===== src/rtl/drawbridge_pkg.sv =====
// Shared encodings for the drawbridge controller: FSM state codes and traffic light levels.
package drawbridge_pkg;

  typedef logic [2:0] state_t;

  localparam state_t SYNC     = 3'd0;
  localparam state_t FLAT     = 3'd1;
  localparam state_t CLEARING = 3'd2;
  localparam state_t LIFTING  = 3'd3;
  localparam state_t UPRIGHT  = 3'd4;
  localparam state_t LOWERING = 3'd5;
  localparam state_t FAULT    = 3'd6;

  localparam logic RED   = 1'b1;
  localparam logic GREEN = 1'b0;

endpackage


===== src/rtl/car_occupancy_counter.sv =====
// Counts cars on the bridge from per-lane entry/exit loop rising edges, saturating at both ends.
module car_occupancy_counter
  import drawbridge_pkg::*;
#(
  parameter int LANES = 2,
  parameter int CNT_W = 6
) (
  input  logic             Clk,
  input  logic             Reset,
  input  logic [LANES-1:0] CarIn,
  input  logic [LANES-1:0] CarOut,
  output logic [CNT_W-1:0] CarCount
);

  // Signed headroom so a full-lane burst in either direction never wraps before clamping.
  localparam int SW = CNT_W + $clog2(LANES) + 1;
  localparam logic signed [SW-1:0] MAX_COUNT = {{(SW-CNT_W){1'b0}}, {CNT_W{1'b1}}};

  logic [LANES-1:0]        prev_in;
  logic [LANES-1:0]        prev_out;
  logic [LANES-1:0]        in_edges;
  logic [LANES-1:0]        out_edges;
  logic signed [SW-1:0]    in_cnt;
  logic signed [SW-1:0]    out_cnt;
  logic signed [SW-1:0]    sum;
  logic [CNT_W-1:0]        next_count;

  always_comb begin
    in_edges  = CarIn & ~prev_in;
    out_edges = CarOut & ~prev_out;
    in_cnt    = '0;
    out_cnt   = '0;
    for (int i = 0; i < LANES; i++) begin
      in_cnt  = in_cnt + SW'(in_edges[i]);
      out_cnt = out_cnt + SW'(out_edges[i]);
    end
    sum = $signed({{(SW-CNT_W){1'b0}}, CarCount}) + in_cnt - out_cnt;
    if (sum < 0)
      next_count = '0;
    else if (sum > MAX_COUNT)
      next_count = '1;
    else
      next_count = sum[CNT_W-1:0];
  end

  always_ff @(posedge Clk or negedge Reset) begin
    if (!Reset) begin
      prev_in  <= '0;
      prev_out <= '0;
      CarCount <= '0;
    end else begin
      prev_in  <= CarIn;
      prev_out <= CarOut;
      CarCount <= next_count;
    end
  end

endmodule


===== src/rtl/drawbridge_ctrl.sv =====
// Drawbridge sequencing FSM with clearing interval, motion watchdog, latched fault and
// registered Moore outputs; occupancy comes from car_occupancy_counter.
module drawbridge_ctrl
  import drawbridge_pkg::*;
#(
  parameter int LANES         = 2,
  parameter int CNT_W         = 6,
  parameter int CLEAR_CYCLES  = 16,
  parameter int MOTOR_TIMEOUT = 1024
) (
  input  logic             Clk,
  input  logic             Reset,
  input  logic [LANES-1:0] CarIn,
  input  logic [LANES-1:0] CarOut,
  input  logic             Mode,
  input  logic             PowerButton,
  input  logic             BoatSensor,
  input  logic             High,
  input  logic             Low,
  output logic             Motor,
  output logic             MotorUp,
  output logic             Alarm,
  output logic             TrafficLight,
  output logic             Fault,
  output logic [CNT_W-1:0] CarCount
);

  localparam int CLR_W = $clog2(CLEAR_CYCLES + 1);
  localparam int MOT_W = $clog2(MOTOR_TIMEOUT + 1);
  localparam logic [CLR_W-1:0] CLR_LAST = CLR_W'(CLEAR_CYCLES - 1);
  localparam logic [MOT_W-1:0] MOT_LAST = MOT_W'(MOTOR_TIMEOUT - 1);

  state_t           state;
  state_t           state_next;
  logic [CLR_W-1:0] clear_timer;
  logic [MOT_W-1:0] motion_timer;
  logic             lift_req;
  logic             moving;
  logic             bridge_empty;
  logic             timeout;
  logic             occupied_open;

  car_occupancy_counter #(
    .LANES (LANES),
    .CNT_W (CNT_W)
  ) u_counter (
    .Clk      (Clk),
    .Reset    (Reset),
    .CarIn    (CarIn),
    .CarOut   (CarOut),
    .CarCount (CarCount)
  );

  assign lift_req      = Mode ? PowerButton : BoatSensor;
  assign moving        = (state == LIFTING) || (state == LOWERING);
  assign bridge_empty  = (CarCount == '0);
  assign timeout       = moving && (motion_timer == MOT_LAST);
  assign occupied_open = ((state == LIFTING) || (state == UPRIGHT) || (state == LOWERING))
                         && !bridge_empty;

  always_comb begin
    state_next = state;
    case (state)
      SYNC: begin
        case ({High, Low})
          2'b01:   state_next = FLAT;
          2'b10:   state_next = UPRIGHT;
          2'b00:   state_next = LOWERING;
          default: state_next = FAULT;
        endcase
      end
      FLAT:     if (lift_req) state_next = CLEARING;
      CLEARING: begin
        if (!lift_req)
          state_next = FLAT;
        else if (bridge_empty && (clear_timer == CLR_LAST))
          state_next = LIFTING;
      end
      LIFTING: begin
        if (High)
          state_next = UPRIGHT;
        else if (!lift_req)
          state_next = LOWERING;
      end
      UPRIGHT:  if (!lift_req) state_next = LOWERING;
      LOWERING: begin
        if (Low)
          state_next = FLAT;
        else if (lift_req)
          state_next = LIFTING;
      end
      FAULT:    state_next = FAULT;
      default:  state_next = FAULT;
    endcase
    // Fault conditions override every normal transition once the end-stops have been resolved.
    if ((state != SYNC) && ((High && Low) || timeout || occupied_open))
      state_next = FAULT;
  end

  always_ff @(posedge Clk or negedge Reset) begin
    if (!Reset) begin
      state        <= SYNC;
      clear_timer  <= '0;
      motion_timer <= '0;
    end else begin
      state <= state_next;
      if ((state == CLEARING) && (state_next == CLEARING) && bridge_empty)
        clear_timer <= clear_timer + CLR_W'(1);
      else
        clear_timer <= '0;
      if ((state_next == state) && moving)
        motion_timer <= motion_timer + MOT_W'(1);
      else
        motion_timer <= '0;
    end
  end

  // Outputs lag the state register by one clock so every actuator line is glitch-free.
  always_ff @(posedge Clk or negedge Reset) begin
    if (!Reset) begin
      Motor        <= 1'b0;
      MotorUp      <= 1'b0;
      Alarm        <= 1'b0;
      TrafficLight <= RED;
      Fault        <= 1'b0;
    end else begin
      Motor        <= moving;
      MotorUp      <= (state == LIFTING);
      Alarm        <= (state == CLEARING) || (state == LIFTING) ||
                      (state == LOWERING) || (state == FAULT);
      TrafficLight <= (state == FLAT) ? GREEN : RED;
      Fault        <= (state == FAULT);
    end
  end

endmodule


===== config.mk =====
export PLATFORM = sky130hd
export DESIGN_NAME = drawbridge_ctrl
export DESIGN_NICKNAME = d
export VERILOG_FILES = /design/src/rtl/drawbridge_pkg.sv /design/src/rtl/car_occupancy_counter.sv /design/src/rtl/drawbridge_ctrl.sv
export SDC_FILE = /design/constraint.sdc
export NUM_CORES = 1
export LEC_CHECK = 0
export BUFFER_PORTS_ARGS = -buffer_cell sky130_fd_sc_hd__buf_4
export CORE_MARGIN = 1
export CORE_UTILIZATION = 48
export CTS_CLUSTER_SIZE = 20
export DETAILED_ROUTE_END_ITERATION = 7
export PLACE_DENSITY = 0.68
export SYNTH_ARGS = -nofsm -noshare
export SYNTH_HDL_FRONTEND = slang
export SYNTH_SLANG_ARGS = --single-unit

===== constraint.sdc =====
create_clock -name Clk -period 4.5 [get_ports Clk]
set_input_delay 0 -clock Clk [delete_from_list [all_inputs] [get_ports Clk]]
set_output_delay 0 -clock Clk [all_outputs]
set_load 0.005 [all_outputs]

[After elaboration in Yosys (flattened, before gate mapping)]
Cells that the tools add are included.
Word-level totals
  bits in registers: 34
  word-level logic and storage cells: 72
  ROM bits: 0
  bits in latches: 0
  bits in writable memories: 0
  output and inout port bits: 11
  input port bits: 11
  memories kept: 0
Operators by class
  equality and inequality tests: 12
  shifts and indexed selects: 0
  magnitude comparators: 2
  reduce and logical (&&, ||, !) cells: 21
  mux-type cells: 16
  $mul: 0
  div/mod/pow operators: 0
  bitwise gates (word level): 4
  add/subtract/negate cells: 6
Operator list (number)
  2-to-1 mux 3 bit: 8
  case mux 3 bit (6 select lines): 1
  2-to-1 mux 6 bit: 2
  adder 11 x 1 -> 11 bit, second input constant: 1
  == test 11 x 10 -> 1 bit, second input constant: 1
  2-to-1 mux 11 bit: 1
  == test 3 x 2 -> 1 bit, second input constant: 3
  == test 3 bit, second input constant: 3
  case mux 3 bit (3 select lines): 1
  adder 7 x 8 -> 8 bit: 1
  > comparator 8 x 7 -> 1 bit, second input constant: 1
  logical AND 1 bit: 8
  logical OR 1 bit: 8
  less-than comparator 8 x 1 -> 1 bit, second input constant: 1
  subtractor 8 x 3 -> 8 bit: 1
  zero test 6 bit: 1
  adder 5 x 1 -> 5 bit, second input constant: 1
  == test 5 x 4 -> 1 bit, second input constant: 1
  2-to-1 mux 5 bit: 1
  adder 1 x 1 -> 2 bit: 2
  AND 2 bit: 2
  NOT 2 bit: 2
  == test 3 x 1 -> 1 bit, second input constant: 1
  == test 3 bit: 1
  7 further kinds: 8

[Logic depth before layout (Yosys ltp)]
  word-level depth: 11
  gate-level depth with buffers: 11
  depth with buffers taken out: 11

[By module]
A second synthesis with hierarchy kept.
Unflattened totals
  cell total of the unflattened synthesis: 186
  area total of the unflattened synthesis: 1886.8 um^2
Modules (own cells, without submodules)
  drawbridge_ctrl: area an instance 1249.9 um^2, seq. area each 601.8 um^2, instances 1, cells each 126
  car_occupancy_counter: area an instance 636.9 um^2, seq. area each 250.2 um^2, instances 1, cells each 60

[Worst setup path before layout]
OpenSTA, ideal clock, no wires.
  path type: reg2reg
  start: register u_counter.prev_out[0]
  end: register u_counter.CarCount[2]
  buffers on the path: 0
  clock period less this slack: 2708 ps
  cell stages (with the launch flop): 11
  required time: 4435 ps
  arrival time: 2643 ps
  setup time: 65 ps
  path slack: 1792 ps
  path through: dfrtp_1 nor2b_1 ha_1 inv_1 fa_1 fa_1 a211o_1 a31oi_1 o21bai_1 xnor2_1 o21a_1
On the way
  longest elaborated chain between the ends: 7
  elaborated cells on any way between the ends: 8
  those cells by class: add/sub (2); order compare (2); mux (2); bitwise (2)
Ends and longest elaborated chain
  start, declared: line car_occupancy_counter.sv:20  | logic [LANES-1:0] prev_out;
  start signal, assigned: line car_occupancy_counter.sv:53  | prev_out <= CarOut;
  NOT 2 bit *: line car_occupancy_counter.sv:30  | out_edges = CarOut & ~prev_out;
  AND 2 bit *: line car_occupancy_counter.sv:30
  adder 1 x 1 -> 2 bit *: line car_occupancy_counter.sv:35  | out_cnt = out_cnt + SW'(out_edges[i]);
  subtractor 8 x 3 -> 8 bit *: line car_occupancy_counter.sv:37  | sum = $signed({{(SW-CNT_W){1'b0}}, CarCount}) + in_cnt - out_cnt;
  > comparator 8 x 7 -> 1 bit: line car_occupancy_counter.sv:40  | else if (sum > MAX_COUNT)
  2-to-1 mux 6 bit: line car_occupancy_counter.sv:40
  2-to-1 mux 6 bit *: line car_occupancy_counter.sv:38  | if (sum < 0)
  named net u_counter.next_count[2]: line car_occupancy_counter.sv:26  | logic [CNT_W-1:0] next_count;
  end signal, assigned: line car_occupancy_counter.sv:54  | CarCount <= next_count;
  end, declared: line car_occupancy_counter.sv:12  | output logic [CNT_W-1:0] CarCount
The timed path passes the listed nets; every way through them passes the cells marked *.

[Final worst setup path]
  start: input CarOut[0]
  end: register u_counter.CarCount[4]
On the way
  longest elaborated chain between the ends: 6
  elaborated cells on any way between the ends: 7
  those cells by class: add/sub (2); order compare (2); mux (2); bitwise (1)
Ends and longest elaborated chain
  start, declared: line drawbridge_ctrl.sv:14  | input logic [LANES-1:0] CarOut,
  AND 2 bit *: line car_occupancy_counter.sv:30
  adder 1 x 1 -> 2 bit *: line car_occupancy_counter.sv:35
  subtractor 8 x 3 -> 8 bit *: line car_occupancy_counter.sv:37
  > comparator 8 x 7 -> 1 bit: line car_occupancy_counter.sv:40
  2-to-1 mux 6 bit: line car_occupancy_counter.sv:40
  2-to-1 mux 6 bit *: line car_occupancy_counter.sv:38
  named net u_counter.next_count[4]: line car_occupancy_counter.sv:26
Marked as above.

==> out/qor.yml <==
status:
  status: "completed"
clocking:
  path_clk_slew_ns: 0.07
  cts.sinks: 34
  cts_inserted_buffers: 5
  clockBufferDepth: 2
  cts_tree: "done"
  cts_resized: 0
  worstSkewPairLatency_ns: 0.28
  cts_root_buffer: "clkbuf_8"
  htreeDepth: 2
routing:
  vias: 1356
  vias_per_cell: 5.236
  drcViolationCount: 0
  postRouteAntennaNets: 0
  firstDrtPassIters: 4
  drtIter0Drc: 86
  wire_per_inst_um: 12.39
  wl_mm: 3.210
final_layout:
  num-nets-final: 238
  fillCellCount: 313
  areaGrowthSynthToFinish_pct: 17.45
  final_cells: 259
  drive_gt1_share_pct: 17.06
  insertedDiodeCount: 0
  design_area_um2: 2223
synthesis:
  synth_top_area_share_pct: 43.62
  avgSynthCellArea_um2: 10.46
  synthFlopType: "dfrtp_1"
  synth.area.top_cells: "dfrtp_1 (44%), ha_1 (9.9%), nor2_1 (4.2%)"
  synth_edf_count: 0
  ys_ff_latch: 34
  synthXorXnorAreaFrac_pct: 7.865
  syn_nets: 209
  async_flop_share_pct: 100.0
  synthMuxAreaShare_pct: 0.5288
  syn_inst: 181
  synth_top_family_by_area: "simple AND/OR/NAND/NOR gates"
  synth_area_um2: 1893
  synth_warnings: 0
  yosysSeqAreaShare_pct: 45.01
  synth_compound_area_share_pct: 12.62
  yosys.area.top_type: "dfrtp_1"
  synth_adder_area_share_pct: 12.03
  yosys.area_share.simple_pct: 17.12
  synth.distinct_cells: 43
timing:
  final-setup-viol-count: 0
  relSlewSlack_pct: 59.84
  slew_violations: 0
  max_freq_mhz: 326.9
  fin_crit_ns: 3.059
  post-route-period-util_pct: 67.99
  rsz0062_at_grt: "false"
  whs_ns: 0.2042
  worst_clock_skew_ns: 0.006476
  tns_ns: 0
  tightest_slew_ns: 0.5857
  finalHoldViolCount: 0
die:
  core_area_um2: 3716
  die_w_um: 64.80
  dieHeight_um: 64.80
  placementRows: 22
  ioPinCount: 22
  start_util_pct: 50.94
  die-area_um2: 4199
critical_path:
  crit_required_ns: 4.72
  critical_path.startpoint_type: "primary input"
  crit_type: "in2reg"
  cp_max_fo: 6
  endpoint_kind: "flop"
  cp.arrival_ns: 3.28
power_and_ir_drop:
  power_density_nw_per_um2: 461.6
  vdd_drop_max_mv: 0.3750
  power_leakage_nw: 1.013
  total_power_mw: 1.026
grt:
  grt-ovfl-total: 0
  grt_pass1_vias: 1349
  grt_max_degree: 35
  grt_pass1_wl_mm: 5.747
  antenna_found_initial: 0
  grt_usage_pct: 17.99
placement:
  place.gp.congestion: 0.8622
  dpl.cell_count: 246
  port-buffer-count: 21
  dp_hpwl_mm: 2.353
  placedInstanceArea_um2: 2082
worst_hold_path:
  hold_path.class: "in2async"
run:
  drv_cap: 0
cells in the mapped netlist (5+ instances only):
cell	n
dfrtp_1	33
nor2_1	21
ha_1	15
inv_1	15
a21oi_1	9
xor2_1	9
xnor2_1	8
nor2b_1	7
nand2_1	6
nand3_1	6
o21a_1	6
nor4_1	5
state kept, by name (all words and copies together), names as in the netlist:
signal	flops
u_counter.prev_out	2
Alarm	1
u_counter.CarCount	6
u_counter.prev_in	2
clear_timer	5
motion_timer	11
TrafficLight	1
Fault	1
state	3
Motor	1
MotorUp	1
layout make-up:
class	count	area, um^2	area share, %
clock buffer	7	86.33	3.883
clock inverter	1	5.005	0.2251
inverter	16	62.56	2.814
multi-input combinational	127	949.7	42.71
sequential	34	852.1	38.32
tap	48	60.06	2.701
timing repair buffer	26	207.7	9.342
cell families (layout without fill, tap and decap cells):
family,after synthesis,in the layout
simple gates,59,59
flops,34,34
compound gates,33,33
buf+inv,20,50
fa+ha+maj,17,17
xor+xnor,17,17
mux,1,1
critical path, cell delays in order:
cell           delay [ns]
dlygate4sd3_1        0.54
buf_4                0.14
nor2b_1              0.12
ha_1                 0.29
ha_1                 0.28
inv_1                0.04
ha_1                 0.23
fa_1                 0.44
a211o_1              0.33
a31oi_1              0.19
o21bai_1             0.10
xnor2_1              0.39
o21a_1               0.19
path summary, 6_finish.rpt:
path	start	to	slack, ns	depth (start not counted)
max in group asynchronous	Reset	TrafficLight	3.96	2
hold reg to reg	clear_timer[0]	clear_timer[0]	0.46	1
setup / recovery	CarOut[0]	u_counter.CarCount[4]	1.44	13
min in group Clk	Low	state[1]	0.23	3
setup reg to reg	u_counter.prev_out[0]	u_counter.CarCount[4]	1.53	11
hold / removal	Reset	clear_timer[4]	0.20	2
layer usage:
layer	GRT usage (%)	wire length (um)	up-vias
li1	-	-	681
met1	22.45	1451	641
met2	30.08	1576	29
met3	4.754	143	5
met4	5.833	39	0
met5	0	0	-
through the flow:
step,setup slack [ns],utilization [%]
after floorplan,1.792,-
after global placement,1.646,56.03
after detailed placement,1.545,56.03
after CTS,1.436,59.83
after global routing,1.227,59.83
final,1.441,59.83
where the power goes:
group / internal (mW) / leakage, nW / switching [mW]
sequential: 0.338 / 0.422 / 0.0237
clock: 0.123 / 0.0482 / 0.105
combinational: 0.214 / 0.544 / 0.222
total: 0.676 / 1.01 / 0.350
repair_timing:
item,4_1_cts,5_1_grt
hold buffers,5,0
buffers inserted,0,0
hold endpoints to repair,38,0
cell usage in the layout (no fill, tap or decap), types with 4 or more instances in the layout:
master / n
xnor2_1: 8
xor2_1: 9
clkbuf_8: 6
o21a_1: 6
nor4_1: 5
nor2b_1: 7
nand2_1: 6
inv_1: 15
a21oi_1: 9
dfrtp_1: 33
nand3_1: 6
dlygate4sd3_1: 5
buf_4: 21
ha_1: 15
nor2_1: 21
and3_1: 4
(Power assumes the default switching activity.)
